===== src/rtl/ahb_mem_arbiter.sv =====
// Shares the memory controller port between the LSU and the IFU: one access
// in flight at a time, completed via SPM (1 cycle) or AHB (trans_end_en / watchdog).
module ahb_mem_arbiter #(
    parameter int STARVE_LIMIT   = 4,
    parameter int TIMEOUT_CYCLES = 255
) (
    input  logic        clk,
    input  logic        rst_n,
    input  logic        lsu_req,
    input  logic        lsu_wr,
    input  logic [31:0] lsu_addr,
    input  logic [31:0] lsu_wdata,
    input  logic [3:0]  lsu_byteena,
    output logic        lsu_ack,
    output logic        lsu_err,
    input  logic        ifu_req,
    input  logic [31:0] ifu_addr,
    output logic        ifu_ack,
    output logic        ifu_err,
    output logic [31:0] rd_data,
    output logic        memory_rd_en,
    output logic        memory_wr_en,
    output logic [31:0] memory_addr,
    output logic [31:0] store_data,
    output logic [3:0]  store_byteena,
    input  logic        bus_spm_enable,
    input  logic        trans_end_en,
    input  logic [31:0] load_rd_data,
    input  logic        bus_err
);
    localparam logic [3:0] LIM     = 4'(STARVE_LIMIT);
    localparam logic [7:0] TO_LAST = 8'(TIMEOUT_CYCLES - 1);

    typedef enum logic [1:0] {IDLE = 2'd0, AHB_WAIT = 2'd1, SPM_RESP = 2'd2} state_e;

    state_e      state_q;
    logic        owner_q;      // 0 = LSU, 1 = IFU
    logic [3:0]  starve_q;
    logic [7:0]  wd_q;
    logic        live_q;       // keeps issue outputs quiet until the first edge after reset

    logic pick_ifu, issue, ahb_end, timeout, done, err_now;

    assign pick_ifu = ifu_req & (~lsu_req | (starve_q == LIM));
    assign issue    = live_q & (state_q == IDLE) & (lsu_req | ifu_req);
    assign ahb_end  = (state_q == AHB_WAIT) & trans_end_en;
    assign timeout  = (state_q == AHB_WAIT) & ~trans_end_en & (wd_q == TO_LAST);
    assign done     = (state_q == SPM_RESP) | ahb_end | timeout;
    assign err_now  = timeout | (ahb_end & bus_err);

    assign memory_rd_en  = issue & (pick_ifu | ~lsu_wr);
    assign memory_wr_en  = issue & ~pick_ifu & lsu_wr;
    assign memory_addr   = issue ? (pick_ifu ? ifu_addr : lsu_addr) : 32'd0;
    assign store_data    = (issue & ~pick_ifu) ? lsu_wdata : 32'd0;
    assign store_byteena = (issue & ~pick_ifu) ? lsu_byteena : 4'd0;

    assign lsu_ack = done & ~owner_q;
    assign ifu_ack = done & owner_q;
    assign lsu_err = lsu_ack & err_now;
    assign ifu_err = ifu_ack & err_now;
    assign rd_data = (done & ~timeout) ? load_rd_data : 32'd0;

    always_ff @(posedge clk or negedge rst_n) begin
        if (!rst_n) begin
            state_q  <= IDLE;
            owner_q  <= 1'b0;
            starve_q <= 4'd0;
            wd_q     <= 8'd0;
            live_q   <= 1'b0;
        end else begin
            live_q <= 1'b1;
            case (state_q)
                IDLE: begin
                    if (issue) begin
                        owner_q <= pick_ifu;
                        wd_q    <= 8'd0;
                        state_q <= bus_spm_enable ? SPM_RESP : AHB_WAIT;
                        // count LSU wins that made a waiting IFU sit out
                        if (!pick_ifu && ifu_req)
                            starve_q <= (starve_q == LIM) ? LIM : starve_q + 4'd1;
                        else
                            starve_q <= 4'd0;
                    end
                end
                AHB_WAIT: begin
                    if (trans_end_en || timeout) state_q <= IDLE;
                    else                         wd_q    <= wd_q + 8'd1;
                end
                SPM_RESP: state_q <= IDLE;
                default:  state_q <= IDLE;
            endcase
        end
    end
endmodule

===== config.mk =====
export PLATFORM = sky130hd
export DESIGN_NAME = ahb_mem_arbiter
export DESIGN_NICKNAME = d
export VERILOG_FILES = /design/src/rtl/ahb_mem_arbiter.sv
export SDC_FILE = /design/constraint.sdc
export NUM_CORES = 1
export LEC_CHECK = 0
export ABC_AREA = 0
export ABC_CLOCK_PERIOD_IN_PS = 1900
export CAP_MARGIN = 20
export CORE_AREA = 2 2 94 96
export DETAILED_ROUTE_END_ITERATION = 12
export DIE_AREA = 0 0 96 98
export PLACE_DENSITY = 0.76
export SYNTH_ARGS = -nofsm -noshare
export SYNTH_HDL_FRONTEND = slang
export SYNTH_SLANG_ARGS = --single-unit

===== constraint.sdc =====
create_clock -name clk -period 1.9 [get_ports clk]
set_input_delay 0.38 -clock clk [delete_from_list [all_inputs] [get_ports clk]]
set_output_delay 0.38 -clock clk [all_outputs]
set_load 0.01 [all_outputs]

Word level (Yosys, flattened, before mapping)
Index checks and enable logic that the tools add are counted.

Register bits after elaboration: 16. Input port bits: 140. Output and inout port bits: 106. Logic and storage cells: 63.

Add/subtract/negate cells: 2. Equality and inequality tests: 7. Mux-type cells: 14. Bitwise gates (word level): 27. Reductions and logical operators: 8.

Operators with widths (number): 32-bit two-way mux (4); 8-bit two-way mux (2); 8-bit case mux with 2 select lines (1); 1-bit AND (15); 4-bit two-way mux (3); 8-bit by 1-bit adder with 8-bit output, second input constant (1); 8-bit equality test, second input constant (1); 2-bit two-way mux (3); 1-bit NOT (6); 1-bit OR (6); 4-bit by 1-bit adder with 4-bit output, second input constant (1); 4-bit by 3-bit equality test with 1-bit output, second input constant (1); 2-bit inequality test, second input constant (2); 2-bit case mux with 2 select lines (1); 2-bit AND reduction (2); 3-bit AND reduction (1); 2-bit by 1-bit equality test with 1-bit output, second input constant (1); 2-bit equality test, second input constant (1); 2-bit logical NOT (1); 2-bit by 1-bit inequality test with 1-bit output, second input constant (1); 2-bit nonzero test (1); 1-bit logical AND (1); 1-bit logical NOT (1); 1-bit logical OR (1).

Logic depth before layout (Yosys ltp)
Gate-level depths: netlist (run 1).

Word-level depth: 6. Mapped depth: 8. Gate-level depth less buffers: 6.

Least setup slack after synthesis (run 1)
Ideal clock, no wire load.

Path kind: flip-flop to output port. Start point: register starve_q[0]. End point: output port memory_addr[10]. Arrival time: 1.528 ns. Data required time: 1.520 ns. Slack: -0.008 ns. Cell stages (with the launch flop): 9. Path buffers: 2. Cells stage by stage: dfrtp_1 > inv_1 > ha_1 > nand3b_1 > a21boi_2 > buf_2 > buf_2 > nand3_1 > o21ai_0.

Word-level cells in the longest chain between the ends: 5.

RTL lines: from (decl) (RTL line 38) `logic [3:0] starve_q;`; from (signal assigned) (RTL line 80) `starve_q <= (starve_q == LIM) ? LIM : starve_q + 4'd1;`; 4-bit by 3-bit equality test with 1-bit output (RTL line 44) `assign pick_ifu = ifu_req & (~lsu_req | (starve_q == LIM));`; 1-bit OR (RTL line 44); 1-bit AND (RTL line 44); 32-bit two-way mux (2 in a row) (RTL line 53) `assign memory_addr = issue ? (pick_ifu ? ifu_addr : lsu_addr) : 32'd0;`; to (decl) (RTL line 23) `output logic [31:0] memory_addr,`.

No other way between the ends.

Final worst setup path (run 1)
Start point: register starve_q[0]. End point: output port store_data[5].

Word-level cells in the longest chain between the ends: 6.

RTL lines: 4-bit by 3-bit equality test with 1-bit output (RTL line 44); 1-bit OR (RTL line 44); 1-bit AND (RTL line 44); 1-bit NOT (RTL line 54) `assign store_data = (issue & ~pick_ifu) ? lsu_wdata : 32'd0;`; 1-bit AND (RTL line 54); 32-bit two-way mux (RTL line 54); to (decl) (RTL line 24) `output logic [31:0] store_data,`.

No other way between the ends.

==> results of run 1 <==
[metrics by stage]
| step | instance area [µm²] | utilization (%) | worst slack (ns) |
|---|---|---|---|
| final | 5120 | 60.4 | -0.417 |
| after global routing | 5120 | 60.4 | -0.514 |
| after CTS | 4790 | 56.6 | -0.425 |
| after detailed placement | 4710 | 55.6 | -0.770 |
| after global placement | 4710 | 55.6 | -0.699 |
| after floorplan | 1910 | - | 0.0250 |
[synth_stat cells (all sizes together)]
| cell | count | area [µm²] |
|---|---|---|
| a21boi | 1 | 11.3 |
| a22o | 3 | 26.3 |
| a41o | 1 | 10.0 |
| and2 | 70 | 438 |
| and3 | 1 | 6.26 |
| and4b | 1 | 10.0 |
| and4bb | 1 | 12.5 |
| buf | 10 | 56.3 |
| clkbuf | 13 | 48.8 |
| conb | 1 | 3.75 |
| dfrtp | 16 | 400 |
| ha | 4 | 50.1 |
| inv | 5 | 18.8 |
| mux2 | 1 | 11.3 |
| mux2i | 3 | 30.0 |
| nand2 | 40 | 150 |
| nand3 | 40 | 200 |
| nand3b | 1 | 7.51 |
| nand4 | 1 | 6.26 |
| nor2 | 9 | 38.8 |
| nor2b | 3 | 18.8 |
| nor3 | 2 | 15.0 |
| nor4b | 1 | 15.0 |
| o211a | 1 | 10.0 |
| o211ai | 4 | 40.0 |
| o21ai | 37 | 185 |
| o21bai | 1 | 18.8 |
| o31ai | 4 | 45.1 |
| or3b | 1 | 11.3 |
| xnor2 | 1 | 8.76 |
[worst max-delay path, cell delays in order, from the launching register on]
cell	delay, ns
dfrtp_1	0.37
inv_1	0.07
ha_1	0.15
nand3b_1	0.16
a21boi_4	0.21
buf_12	0.15
nor2_4	0.06
buf_16	0.16
and2_1	0.15
clkdlybuf4s15_2	0.21
[metal layers]
layer  vias to the layer above  routed length (µm)  global-route usage (%)
met1                      1417                3690                    21.4
li1                       1510                   -                       -
met3                        17                 916                    3.40
met5                         -                   0                       0
met4                         0                 261                    5.71
met2                       171                5710                    41.8
[area by class of cell]
| cell class | count | area (µm²) | area share (%) |
|---|---|---|---|
| multi-input cells | 233 | 1570 | 30.8 |
| well taps | 108 | 135 | 2.64 |
| flip-flops and latches | 16 | 400 | 7.82 |
| repair buffers | 306 | 2930 | 57.3 |
| inverters | 5 | 18.8 | 0.367 |
| clock buffers | 4 | 55.1 | 1.08 |
[kinds of logic after synthesis]
group                      Yosys count  synth area share, %
DFF                                 16                 21.0
other                                1                0.197
buffers and inverters               28                 6.50
xor gates and xnor gates             1                0.460
adders and majority gates            4                 2.63
AOI/OAI and AO/OA                   52                 18.2
muxes                                4                 2.17
and+or+nand+nor                    171                 48.8
[cells in the final DEF, fill, tap and decap left out, drive strengths merged]
cell type | netlist | final
o21bai | 1 | 1
nand3 | 40 | 40
bufbuf | 0 | 2
nor2b | 3 | 3
clkbuf | 13 | 7
a41o | 1 | 1
clkdlybuf4s50 | 0 | 136
a21boi | 1 | 1
a22o | 3 | 3
conb | 1 | 1
dlygate4sd2 | 0 | 3
mux2 | 1 | 1
mux2i | 3 | 3
nor2 | 9 | 9
and4bb | 1 | 1
and4b | 1 | 1
inv | 5 | 5
nor3 | 2 | 2
ha | 4 | 4
nand3b | 1 | 1
nand2 | 40 | 40
and3 | 1 | 1
buf | 10 | 160
dfrtp | 16 | 16
clkdlybuf4s15 | 0 | 2
xnor2 | 1 | 1
nor4b | 1 | 1
o31ai | 4 | 4
nand4 | 1 | 1
o211a | 1 | 1
o211ai | 4 | 4
o21ai | 37 | 37
and2 | 70 | 70
or3b | 1 | 1
[flip-flops by register name (all words and copies together), names as in the netlist]
signal and count:
wd_q 8, starve_q 4, state_q 2, live_q 1
owner_q 1
[power breakdown]
group          total (µW)  switching, µW  internal (µW)
clock                 307            123            184
combinational        1280            493            788
sequential            381           16.6            364
[worst paths after layout]
kind / end / slack, ns
setup / recovery: store_data[5] / -0.42
hold / removal: live_q / 0.45
setup reg to reg: wd_q[3] / 0.10
hold reg to reg: wd_q[4] / 0.57
max in group asynchronous: starve_q[1] / 1.26
min in group clk: wd_q[4] / 0.57
[repair_timing]
action / in CTS / in global routing
setup buffers: 17 / 6
setup endpoints to repair: 106 / 110
hold buffers: 0 / 0
resized for setup: 471 / 81
pin swaps: 4 / 37
gates cloned: 8 / 2
==> impl_metrics.tcl, run 1 <==
set metrics [dict create \
    core_area_mm2 0.00847 \
    drc_errors 0 \
    root_buffer "clkbuf_8" \
    fin_crit_ns 2.32 \
    ys_warn_count 0 \
    numCtsBuffers 3 \
    powerDensity_mw_per_mm2 385 \
    antenna_found_initial 0 \
    fin_setup_tns_ns -28.81 \
    cts_max_level 1 \
    grt_max_degree 26 \
    ys_types 36 \
    start_kind "flop" \
    grt_setup_unrepaired "yes" \
    setup_viol 102 \
    placed_cells 640 \
    r2r_cells 7 \
    syn_inst 277 \
    first_iter_violations 67 \
    layout.cells.non_filler 672 \
    finalWirelength_um 10600 \
    firstDrtPassIters 4 \
    r2r_start "state_q[1]" \
    clk_path_buf_depth 2 \
    grt_usage_pct 20.9 \
    ys_ff_latch 16 \
    status "finished, violations left" \
    whs_ns 0.448 \
    hold_violations 0 \
    synth_area_per_cell_um2 6.87 \
    dieArea_mm2 0.00941 \
    via_count 3115 \
    fin_ws_ns -0.417 \
    ys_seq_area_share_pct 21.0 \
    diodes 0 \
    rows 34 \
    clock_skew_ns 0.00365 \
    nFillCells 744 \
    hold_class "input port to async pin" \
    start_util_pct 22.5 \
    violations "setup timing" \
    postRouteAntennaNets 0 \
    die_w_um 96 \
    io_pins 246 \
    cp-startpoint "starve_q[0]" \
    grt_pass1_wl_um 15600 \
    wire_per_inst_um 15.8 \
    dieHeight_um 98 \
    worstSetupPathType "flop to primary output" \
    p_total_uw 1970 \
    avgViaCountPerCell 4.64 \
    clk_pin_slew_ns 0.07 \
    arrival_ns 1.94 \
    path_max_fanout 18 \
    place_hpwl_um 7430 \
    power.leakage_uw 0.00237 \
    slew_violations 0 \
    place.gp.congestion 0.789 \
    clk_latency_ns 0.25 \
    max_freq_mhz 432 \
    grt_pass1_vias 3146 \
    finalCritPeriodShare_pct 122 \
    synth_fp_nets 421 \
    port_buffers 245 \
    worst_ep_required_time_ns 1.52 \
    clock-sinks 16 \
    cp-end-kind "primary output" \
    drive_above_1_share_pct 41.1 \
    synth_area_mm2 0.00190 \
    syn2layout_area_growth_pct 169 \
    nets 709 \
    max-vdd-ir-drop_v 0.000194 \
    grt_overflow 0 \
    drv_cap 0 \
    tritoncts "yes" \
]
Power figures use the tool's default switching activity.
==> run 2, diff against run 1 <==
CTS_BUF_LIST = sky130_fd_sc_hd__clkbuf_8 sky130_fd_sc_hd__clkbuf_16   (was unset)
==> results of run 2 <==
Same layout as run 1: the final DEF is identical, and so are final timing and power.
==> run 3, diff against run 2 <==
CORE_AREA = unset   (was 2 2 94 96)
CORE_MARGIN = 3   (was unset)
CORE_UTILIZATION = 23   (was unset)
DIE_AREA = unset   (was 0 0 96 98)
PLACE_DENSITY = 0.77   (was 0.76)
==> run 3 against run 2 <==
Against the previous run: the flow still finishes with violations (setup timing); die area about the same; sequential share of layout area decreased by 1.0 points; power is 19% higher; utilization grew 14 points; routed wire length is 23% higher; sequential cell count did not move; global-route usage rose by 4.0 points; clock power is essentially flat; clock skew is 0.00076 ns lower; cell area increased by 15%; critical path type unchanged.
==> impl_metrics.tcl, run 3 (same netlist as run 1, synthesis figures left out) <==
set metrics [dict create \
    power_frac_clock_pct 13.2 \
    firstDrtPassIters 4 \
    max_freq_mhz 425 \
    largest_reg_flops 8 \
    drc_errors 0 \
    top_register "wd_q" \
    swShare_pct 32.7 \
    finalWirelength_um 13100 \
    grt_overflow 0 \
    grt_max_degree 28 \
    clk_pin_slew_ns 0.07 \
    layout_common_cells "clkdlybuf4s50_1 (136), buf_6 (115), and2_4 (69)" \
    reg2reg_slack_ns -0.35 \
    start_kind "flop" \
    reg2reg_to "starve_q[0]" \
    pre_cts_slack_ns -0.747 \
    postRouteAntennaNets 0 \
    regArea_um2 400 \
    layout_commonest_cell "clkdlybuf4s50_1" \
    powerDensity_mw_per_mm2 395 \
    power.leakage_uw 0.00272 \
    dieHeight_um 97.0 \
    core_area_mm2 0.00789 \
    first_iter_violations 111 \
    slowest_delay_ns 0.39 \
    clock_skew_ns 0.00289 \
    worst_ep_required_time_ns 1.52 \
    finalCritPeriodShare_pct 124 \
    p_sw_uw 762 \
    fin_crit_ns 2.35 \
    place.gp.congestion 0.901 \
    arrival_ns 1.97 \
    violations "setup timing" \
    cts_max_level 1 \
    cp.depth 8 \
    layout.cells.non_filler 706 \
    placed_cells 640 \
    grt_pass1_vias 3632 \
    antenna_found_initial 0 \
    grt_usage_pct 24.9 \
    syn2layout_area_growth_pct 210 \
    nFillCells 552 \
    port_buffers 245 \
    clock-sinks 16 \
    cp-end-kind "primary output" \
    hold_class "input port to async pin" \
    path_max_fanout 21 \
    seq_power_share_pct 16.5 \
    grt_pass1_wl_um 19200 \
    diodes 0 \
    avgViaCountPerCell 4.82 \
    setup_viol 107 \
    r2r_cells 14 \
    via_count 3406 \
    cp_slowest_cell "dfrtp_1" \
    drv_cap 0 \
    numCtsBuffers 3 \
    start_util_pct 24.1 \
    nets 749 \
    fin_ws_ns -0.453 \
    status "finished, violations left" \
    top_regs "wd_q x8, starve_q x4, state_q x2" \
    tritoncts "yes" \
    drive_above_1_share_pct 55.1 \
    slew_violations 0 \
    worstSetupPathType "flop to primary output" \
    r2r_start "starve_q[0]" \
    combPwrFrac_pct 70.3 \
    rows 32 \
    crit_buf_inv 4 \
    clk_latency_ns 0.25 \
    critPathTopFamily "buffers and inverters" \
    dieArea_mm2 0.00941 \
    wire_per_inst_um 18.5 \
    multiInputGateArea_mm2 0.00181 \
    place_hpwl_um 8360 \
    path_cells "inv_2 > ha_4 > nand3b_1 > a21boi_4 > buf_12 > buf_6 > o21ai_0 > clkdlybuf4s15_1" \
    root_buffer "clkbuf_8" \
    internal_power_uw 1570 \
    clk_path_buf_depth 2 \
    fin_setup_tns_ns -31.75 \
    max-vdd-ir-drop_v 0.000258 \
    hold_violations 0 \
    grt_setup_unrepaired "yes" \
    io_pins 246 \
    die_w_um 97.0 \
]
-- run 3: changes by cell type in the layout (fill, tap and decap cells not counted), moves of 10 or more --
cell and change:
o21ai_2 +12, buf_2 -37, and2_4 +37, buf_4 +10, buf_6 +75, and2_1 -37
-- run 3: timing repair --
action / CTS / global route
hold buffers: 0 / 0
setup buffers: 46 / 11
cloned: 11 / 0
setup endpoints to repair: 106 / 115
gates resized for setup: 628 / 94
pin swaps: 74 / 33
-- run 3: layer usage --
layer	global-route usage [%]	up-vias	routed length [µm]
met5	0	-	0
met4	5.51	0	347
li1	-	1588	-
met2	51.0	191	7170
met1	25.9	1593	4690
met3	3.97	34	848
-- run 3: power groups by stage --
stage	combinational, µW	clock [µW]	sequential [µW]
after floorplan	359	0	392
after global placement	1090	0	384
after detailed placement	1110	0	387
after CTS	1500	312	382
after global routing	1730	324	388
final	1640	308	386
-- run 3: area by class of cell --
class                   instances  share of cell area, %
flip-flops and latches         16                   6.79
clock buffers                   4                  0.933
well taps                     102                   2.16
multi-input cells             233                   30.6
repair buffers                346                   59.2
inverters                       5                  0.318
-- run 3: through the flow --
stage	cell area (µm²)	hold slack [ns]	power, µW	utilization, %
after global routing	5900	0.472	2440	74.8
after detailed placement	4730	0.565	1500	60.0
after floorplan	1910	0.0844	751	-
after CTS	5590	0.448	2200	70.9
after global placement	4730	0.543	1480	60.0
final	5900	0.441	2330	74.8
-- run 3: worst max path at each step --
| stage | startpoint | endpoint | slack, ns |
|---|---|---|---|
| finish | starve_q[0] | memory_addr[20] | -0.45 |
| global route | starve_q[0] | memory_addr[20] | -0.54 |
| CTS | starve_q[0] | memory_addr[3] | -0.42 |
| detailed placement | ifu_req | memory_addr[30] | -0.75 |
| global placement | lsu_req | memory_addr[3] | -0.72 |
| floorplan | starve_q[0] | memory_addr[10] | 0.03 |
-- run 3: worst reg2reg max path, stage by stage, from the launching register on --
cell	delay, ns
dfrtp_1	0.36
inv_2	0.06
buf_4	0.13
buf_6	0.10
buf_4	0.12
buf_4	0.12
buf_4	0.12
buf_4	0.12
buf_4	0.12
buf_4	0.12
buf_4	0.12
buf_4	0.12
buf_4	0.12
buf_4	0.13
mux2_4	0.28
